File: src/rtl/count_cmd_seq.sv
// Command sequencer: queues (select, length) commands in a small FIFO and
// replays each one as a run of enable cycles to a downstream counter.
module count_cmd_seq #(
  parameter int DEPTH = 4
) (
  input  logic                     Clk,
  input  logic                     Reset,
  input  logic                     In_Valid,
  output logic                     In_Ready,
  input  logic                     In_Slt,
  input  logic [7:0]               In_Len,
  input  logic                     Hold,
  output logic                     Out_En,
  output logic                     Out_Slt,
  output logic                     Done,
  output logic [$clog2(DEPTH):0]   Fifo_Cnt,
  output logic [15:0]              Issued_Cnt
);

  localparam int AW = $clog2(DEPTH);
  localparam logic [AW:0]   CNT_FULL = DEPTH[AW:0];
  localparam logic [AW:0]   CNT_ONE  = 1;
  localparam logic [AW-1:0] PTR_ONE  = 1;

  typedef enum logic {IDLE, RUN} state_t;

  // Queue entries are {select, length}.
  logic [8:0]    mem [DEPTH];
  logic [AW-1:0] wr_ptr_reg = '0;
  logic [AW-1:0] rd_ptr_reg = '0;
  logic [AW:0]   count_reg  = '0;

  state_t        state_reg   = IDLE;
  logic [8:0]    rem_reg     = '0;
  logic          cur_slt_reg = 1'b0;
  logic          done_reg    = 1'b0;
  logic [15:0]   issued_reg  = '0;

  logic       push;
  logic       pop;
  logic       finishing;
  logic [8:0] head;
  logic [8:0] head_len;

  assign In_Ready   = (count_reg < CNT_FULL);
  assign push       = In_Valid && In_Ready;
  assign head       = mem[rd_ptr_reg];
  assign head_len   = (head[7:0] == 8'd0) ? 9'd256 : {1'b0, head[7:0]};
  assign finishing  = (state_reg == RUN) && !Hold && (rem_reg == 9'd1);
  // The next command is taken either from idle or back-to-back on the last
  // enable cycle of the current one, so Out_En has no gap between commands.
  assign pop        = (count_reg != '0) && ((state_reg == IDLE) || finishing);

  assign Out_En     = (state_reg == RUN) && !Hold;
  assign Out_Slt    = (state_reg == RUN) && cur_slt_reg;
  assign Done       = done_reg;
  assign Fifo_Cnt   = count_reg;
  assign Issued_Cnt = issued_reg;

  always_ff @(posedge Clk) begin
    if (push) begin
      mem[wr_ptr_reg] <= {In_Slt, In_Len};
    end
  end

  always_ff @(posedge Clk) begin
    if (Reset) begin
      wr_ptr_reg  <= '0;
      rd_ptr_reg  <= '0;
      count_reg   <= '0;
      state_reg   <= IDLE;
      rem_reg     <= '0;
      cur_slt_reg <= 1'b0;
      done_reg    <= 1'b0;
      issued_reg  <= '0;
    end else begin
      if (push) begin
        wr_ptr_reg <= wr_ptr_reg + PTR_ONE;
      end
      if (pop) begin
        rd_ptr_reg <= rd_ptr_reg + PTR_ONE;
      end
      case ({push, pop})
        2'b10:   count_reg <= count_reg + CNT_ONE;
        2'b01:   count_reg <= count_reg - CNT_ONE;
        default: count_reg <= count_reg;
      endcase

      if (Out_En) begin
        issued_reg <= issued_reg + 16'd1;
      end
      done_reg <= finishing;

      case (state_reg)
        IDLE: begin
          if (pop) begin
            state_reg   <= RUN;
            rem_reg     <= head_len;
            cur_slt_reg <= head[8];
          end
        end
        RUN: begin
          if (!Hold) begin
            if (rem_reg == 9'd1) begin
              if (pop) begin
                rem_reg     <= head_len;
                cur_slt_reg <= head[8];
              end else begin
                state_reg   <= IDLE;
                rem_reg     <= '0;
                cur_slt_reg <= 1'b0;
              end
            end else begin
              rem_reg <= rem_reg - 9'd1;
            end
          end
        end
        default: state_reg <= IDLE;
      endcase
    end
  end

endmodule

File: config.mk
export PLATFORM = sky130hd
export DESIGN_NAME = count_cmd_seq
export DESIGN_NICKNAME = d
export VERILOG_FILES = /design/src/rtl/count_cmd_seq.sv
export SDC_FILE = /design/constraint.sdc
export NUM_CORES = 1
export LEC_CHECK = 0
export CORE_ASPECT_RATIO = 1.25
export CORE_MARGIN = 4
export CORE_UTILIZATION = 56
export DETAILED_ROUTE_END_ITERATION = 7
export GPL_TIMING_DRIVEN = 0
export HOLD_SLACK_MARGIN = 0.15
export PLACE_DENSITY_LB_ADDON = 0.05
export SLEW_MARGIN = 20
export SYNTH_ARGS = -nofsm -noshare
export SYNTH_HDL_FRONTEND = slang
export SYNTH_SLANG_ARGS = --single-unit
File: constraint.sdc
create_clock -name Clk -period 3.4 [get_ports Clk]
set_input_delay 0.85 -clock Clk [delete_from_list [all_inputs] [get_ports Clk]]
set_output_delay 0.85 -clock Clk [all_outputs]
set_load 0.02 [all_outputs]
; ---- Word level (Yosys, flattened, before mapping)
; Memory sizes are Yosys's and may differ from the RTL's. A register that Yosys moved wholly into a read port is not among the register bits.
; Cells that the tools add are included.
; Widths: inputs -> output; s select.
[totals]
register_bits = 35
ramBits = 36
output_inout_bits = 23
elab_cells = 55
memories = 1
[mem_list]
columns = name, depth, word_bits, rd, rd_ports_with_merged_regs, wr, line_no
row1 = mem, 4, 9, 1, 1, 1, 28  ; logic [8:0] mem [DEPTH];
[classes]
n_addsub = 6
magnitude_cmp = 1
n_eq_ne = 6
n_mux = 20
bitwise_logic = 1
n_reduce_logical = 12
[ops]
columns = op, count
row1 = $mux 9, 5
row2 = $pmux 9 s2, 1
row3 = $add 16x1->16 const B, 1
row4 = $eq 9x1->1 const B, 1
row5 = $mux 1, 9
row6 = $sub 9x1->9 const B, 1
row7 = $logic_not 8->1, 1
row8 = $pmux 3 s2, 1
row9 = $logic_and 1x1->1, 5
row10 = $add 2x1->2 const B, 2
row11 = $mux 2, 2
row12 = $ne 2x2->1 const B, 2
row13 = $pmux 1 s2, 2
row14 = $add 3x1->3 const B, 1
row15 = $lt 3x3->1 const B, 1
row16 = $reduce_and 3->1, 1
row17 = $reduce_bool 3->1, 1
row18 = $sub 3x1->3 const B, 1
row19 = $eq 2x1->1 const B, 1
row20 = $eq 2x2->1 const B, 1
row21 = $ne 2x1->1 const B, 1
row22 = $reduce_and 2->1, 1
row23 = $reduce_bool 2->1, 1
row24 = $logic_not 1->1, 1
row25 = 2 further kinds, 2

; ---- Longest topological paths before layout
[depth]
word_depth = 9
mapped_depth = 11
mapped_depth_nobuf = 11

; ---- Least setup slack after synthesis
; OpenSTA, ideal clock, no wires.
[synth_path]
path_kind = register -> register
startpoint = register rem_reg[0]
endpoint = register count_reg[2], in the netlist Fifo_Cnt[2]
arrival_ns = 2.788
t_required_ns = 3.330
path_slack_ns = 0.542
path_stages_with_launch = 11
n_path_buf = 0
period_less_slack_ns = 2.858
path_cell_list = dfxtp_1 ha_1 or4b_4 or3_4 a21oi_4 ha_1 inv_1 fa_1 xor2_1 or3_1 a21oi_1
[synth_via]
elab_chain_len = 6
elab_cells_between_ends = 8
cone_classes = eq/ne (3) / mux (1) / reduce/logical (4)
[synth_lines]
columns = element, line_no
row1 = from (decl), 34  ; logic [8:0] rem_reg = '0;
row2 = from (signal assigned), 98  ; rem_reg <= head_len;
row3 = from (signal assigned), 106  ; rem_reg <= head_len;
row4 = from (signal assigned), 114  ; rem_reg <= rem_reg - 9'd1;
row5 = $eq 9x1->1 *, 49  ; assign finishing = (state_reg == RUN) && !Hold && (rem_reg == 9'd1);
row6 = $logic_and 1x1->1 *, 49
row7 = $logic_or 1x1->1 *, 52  ; assign pop = (count_reg != '0) && ((state_reg == IDLE) || finishing);
row8 = $logic_and 1x1->1 *, 52
row9 = named net pop, 40  ; logic pop;
row10 = $eq 2x1->1 / $eq 2x2->1 (equally long branches), 83  ; case ({push, pop})
row11 = $pmux 3 s2 / $reduce_bool 2->1 (equally long branches), -
row12 = to (signal assigned), 84  ; 2'b10: count_reg <= count_reg + CNT_ONE;
row13 = to (signal assigned), 85  ; 2'b01: count_reg <= count_reg - CNT_ONE;
row14 = to (signal assigned), 86  ; default: count_reg <= count_reg;
row15 = to (decl), 31  ; logic [AW:0] count_reg = '0;
; The timed path passes the listed nets; every way through them passes the cells marked *.
; A chain may end at the register's enable or synchronous reset.

; ---- Worst setup path after layout
[layout_path]
startpoint = input port Hold
endpoint = output port Out_En
[layout_via]
elab_chain_len = 2
[layout_lines]
columns = element, line_no
row1 = from (decl), 12  ; input logic Hold,
row2 = $logic_not 1->1, -
row3 = $logic_and 1x1->1, 54  ; assign Out_En = (state_reg == RUN) && !Hold;
row4 = to (decl), 13  ; output logic Out_En,
; Every way passes these cells.

==> impl_metrics.ini <==
[floorplan]
die-area_sq_um = 6991
row_count = 30
design.core.area_sq_um = 5480
die_y_um = 92.49
initial_core_util_pct = 58.36
io_pins = 36
die_w_um = 75.59

[clocking]
post_cts_buffers = 0
clk_pin_slew_ps = 80
post_cts_resized = 0
cts_buffer_depth = 2
cts-buffers-inserted = 9
htree_levels = 3
insertion_delay_ps = 350
cts_tree = done
postCtsHoldBufs = 0
clock-sinks = 73
root_buffer = clkbuf_8

[sta]
tns_ps = 0
worst_clock_skew_ps = 7.418
final_max_slew_viol_count = 0
setup_ws_ps = 179.9
fin_hold_ws_ps = 493.9
fin_crit_ps = 3220
finalSetupViolations = 0
fmax_mhz = 310.5
rsz0062_at_grt = false
finalCritPeriodShare_pct = 94.71
tightestPinTransition_ps = 760.0
maxSlewHeadroom_pct = 48.95
hold_viol_final = 0

[logic_synthesis]
ys_ff_latch = 73
ys_seq_area_share_pct = 56.96
synthesis.nets = 298
synth_edf_count = 36
synthCells = 276
synthDistinctLibCells = 50
synth.avg_cell_area_sq_um = 11.59
yosys_warnings = 0
syn_area_sq_um = 3198
async_flop_share_pct = 0
synth_ff_type = dfxtp_1

[setup_path]
worstSetupEndpointType = output port
r2r-end = Fifo_Cnt[2]
endpoint = Out_En
crit_start = Hold
cp.required_ps = 2550
r2r-start = rem_reg[0]
arrival_ps = 2370
rrSetupSlack_ps = 340
critPathBufInv = 3
cp-start-kind = input pin
r2r_cells = 10
path_depth = 5
criticalPathCategory = in -> out
max_stage_delay_ps = 620
crit_path_cell_trace = clkdlybuf4s50_1 -> nand2_1 -> nand2_1 -> inv_2 -> clkdlybuf4s50_1
crit_path_max_fanout = 7
critPathTopFamily = buffers and inverters
cp_slowest_cell = clkdlybuf4s50_1

[grt]
grt_max_degree = 13
first_global_vias = 2132
grt_first_pass_wirelength_mm = 10.33
track_usage_pct = 19.94
antenna_found_initial = 0
grt_remaining_overflow = 0

[final_layout]
instances_no_fill = 390
seq_area_sq_um = 1822
largest_reg_flops = 36
nets = 343
multi_input_area_sq_um = 1287
drive_above_1_share_pct = 9.816
area_growth_pct = 20.46
fillers = 410
diodes = 0

[pwr]
p_sw_share_pct = 34.24
p_per_area_nw_per_um2 = 824.2
p_seq_share_pct = 38.6
clkPwrFrac_pct = 24.9
leakagePower_uw = 0.001330
switchingPower_uw = 1087
vdd_drop_max_uv = 392.4
p_int_uw = 2088
p_comb_share_pct = 36.5

[detailed_routing]
drt_iter0_markers = 113
via_count = 2203
antenna_left = 0
drc = 0
first_pass_iters = 4
viasPerCell = 5.649
totalWireLength_mm = 6.048
wl_per_cell_um = 15.51

[run_status]
outcome = complete, no violations

[placed_design]
dp_hpwl_mm = 4.357
numPortBuffers = 34
dp_cells = 374
place_congestion = 0.8470
place_ws_ps = 100.1

[job]
cap_violations = 0

[worst_hold_path]
hp-class = reg -> reg
## area by class of cell
type	instances	area share (%)
buffer	9	0.9419
clock buffer	10	3.313
clock inverter	6	2.761
inverter	14	1.364
multi-input combinational	180	33.42
sequential	73	47.29
tap	64	2.079
timing repair buffer	34	8.834
## routing by layer
metal	vias to the layer above	share of wire (%)	track usage, %
met2	49	53	32.49
met3	9	4.5	5.429
met5	-	0	0
met1	1051	41	24.50
met4	0	1.9	8.163
li1	1094	-	-
## power by group through the flow
stage | Sequential [uW] | Clock, uW | Combinational, uW
final | 1230 | 791 | 1160
after global routing | 1250 | 854 | 1300
after CTS | 1230 | 809 | 1170
after detailed placement | 1240 | 0 | 1160
after global placement | 1240 | 0 | 1150
after floorplan | 1240 | 0 | 846
## worst min-delay path by stage
stage / slack [ps] / startpoint / cells after the start / end
2_1_floorplan: 450 / rem_reg[1] / 2 / rem_reg[1]
3_3_place_gp: 470 / rem_reg[1] / 2 / rem_reg[1]
3_5_place_dp: 480 / rem_reg[1] / 2 / rem_reg[1]
4_1_cts: 490 / rem_reg[1] / 2 / rem_reg[1]
5_1_grt: 520 / rem_reg[1] / 2 / rem_reg[1]
6_report: 490 / rem_reg[1] / 2 / rem_reg[1]
## cells in the mapped netlist (2+ instances only)
| library cell | count | area, sq um |
|---|---|---|
| a21boi_0 | 2 | 15.01 |
| a21oi_1 | 14 | 70.07 |
| a22oi_1 | 2 | 15.01 |
| a32o_1 | 2 | 20.02 |
| and2_1 | 9 | 56.30 |
| buf_2 | 2 | 10.01 |
| clkbuf_1 | 6 | 22.52 |
| dfxtp_1 | 37 | 740.7 |
| edfxtp_1 | 36 | 1081 |
| ha_1 | 8 | 100.1 |
| inv_1 | 13 | 48.80 |
| mux2i_1 | 2 | 20.02 |
| mux4_2 | 9 | 202.7 |
| nand2_1 | 17 | 63.81 |
| nand3_1 | 4 | 20.02 |
| nand4_1 | 5 | 31.28 |
| nor2_1 | 31 | 116.4 |
| nor3_1 | 7 | 35.03 |
| nor4_1 | 4 | 25.02 |
| o21ai_0 | 11 | 55.05 |
| o21ai_1 | 3 | 15.01 |
| o31ai_1 | 2 | 15.01 |
| or3_1 | 7 | 43.79 |
| or4_1 | 2 | 15.01 |
| xnor2_1 | 6 | 52.55 |
| xor2_1 | 11 | 96.34 |
## cell usage in the layout, fill, tap and decap left out, drive strengths merged, types with 3 or more instances in the layout
| cell | instances |
|---|---|
| a21boi | 3 |
| a21oi | 15 |
| and2 | 9 |
| buf | 3 |
| bufinv | 3 |
| clkbuf | 16 |
| clkdlybuf4s50 | 34 |
| clkinv | 3 |
| dfxtp | 37 |
| edfxtp | 36 |
| ha | 8 |
| inv | 14 |
| mux4 | 9 |
| nand2 | 17 |
| nand3 | 4 |
| nand4 | 5 |
| nor2 | 31 |
| nor3 | 7 |
| nor4 | 4 |
| o21ai | 14 |
| or3 | 8 |
| xnor2 | 6 |
| xor2 | 11 |
## kinds of logic after synthesis
logic type / after synthesis / share of synthesized area, %
buffers and inverters: 23 / 2.778
and+or+nand+nor: 97 / 15.57
DFF: 73 / 56.96
adders and majority gates: 9 / 3.756
muxes: 12 / 7.316
AOI/OAI and AO/OA: 45 / 8.959
xor gates and xnor gates: 17 / 4.656
## worst reg2reg max path: stages, from the launching register on
cell and delay, ps:
dfxtp_1 410, ha_1 180, or4b_4 500, or3_4 410
a21oi_4 240, ha_1 220, inv_1 60, fa_1 370
xor2_1 160, or3_1 300, a21oi_1 130
## through the flow
| step | instance area [sq um] | util, % | total power (uW) |
|---|---|---|---|
| after floorplan | 3198 | - | 2085 |
| final | 3852 | 70.30 | 3175 |
| after global routing | 3852 | 70.30 | 3410 |
| after global placement | 3618 | 66.03 | 2386 |
| after CTS | 3852 | 70.30 | 3200 |
| after detailed placement | 3618 | 66.03 | 2404 |
No activity file was read; power rests on OpenSTA's default activity.
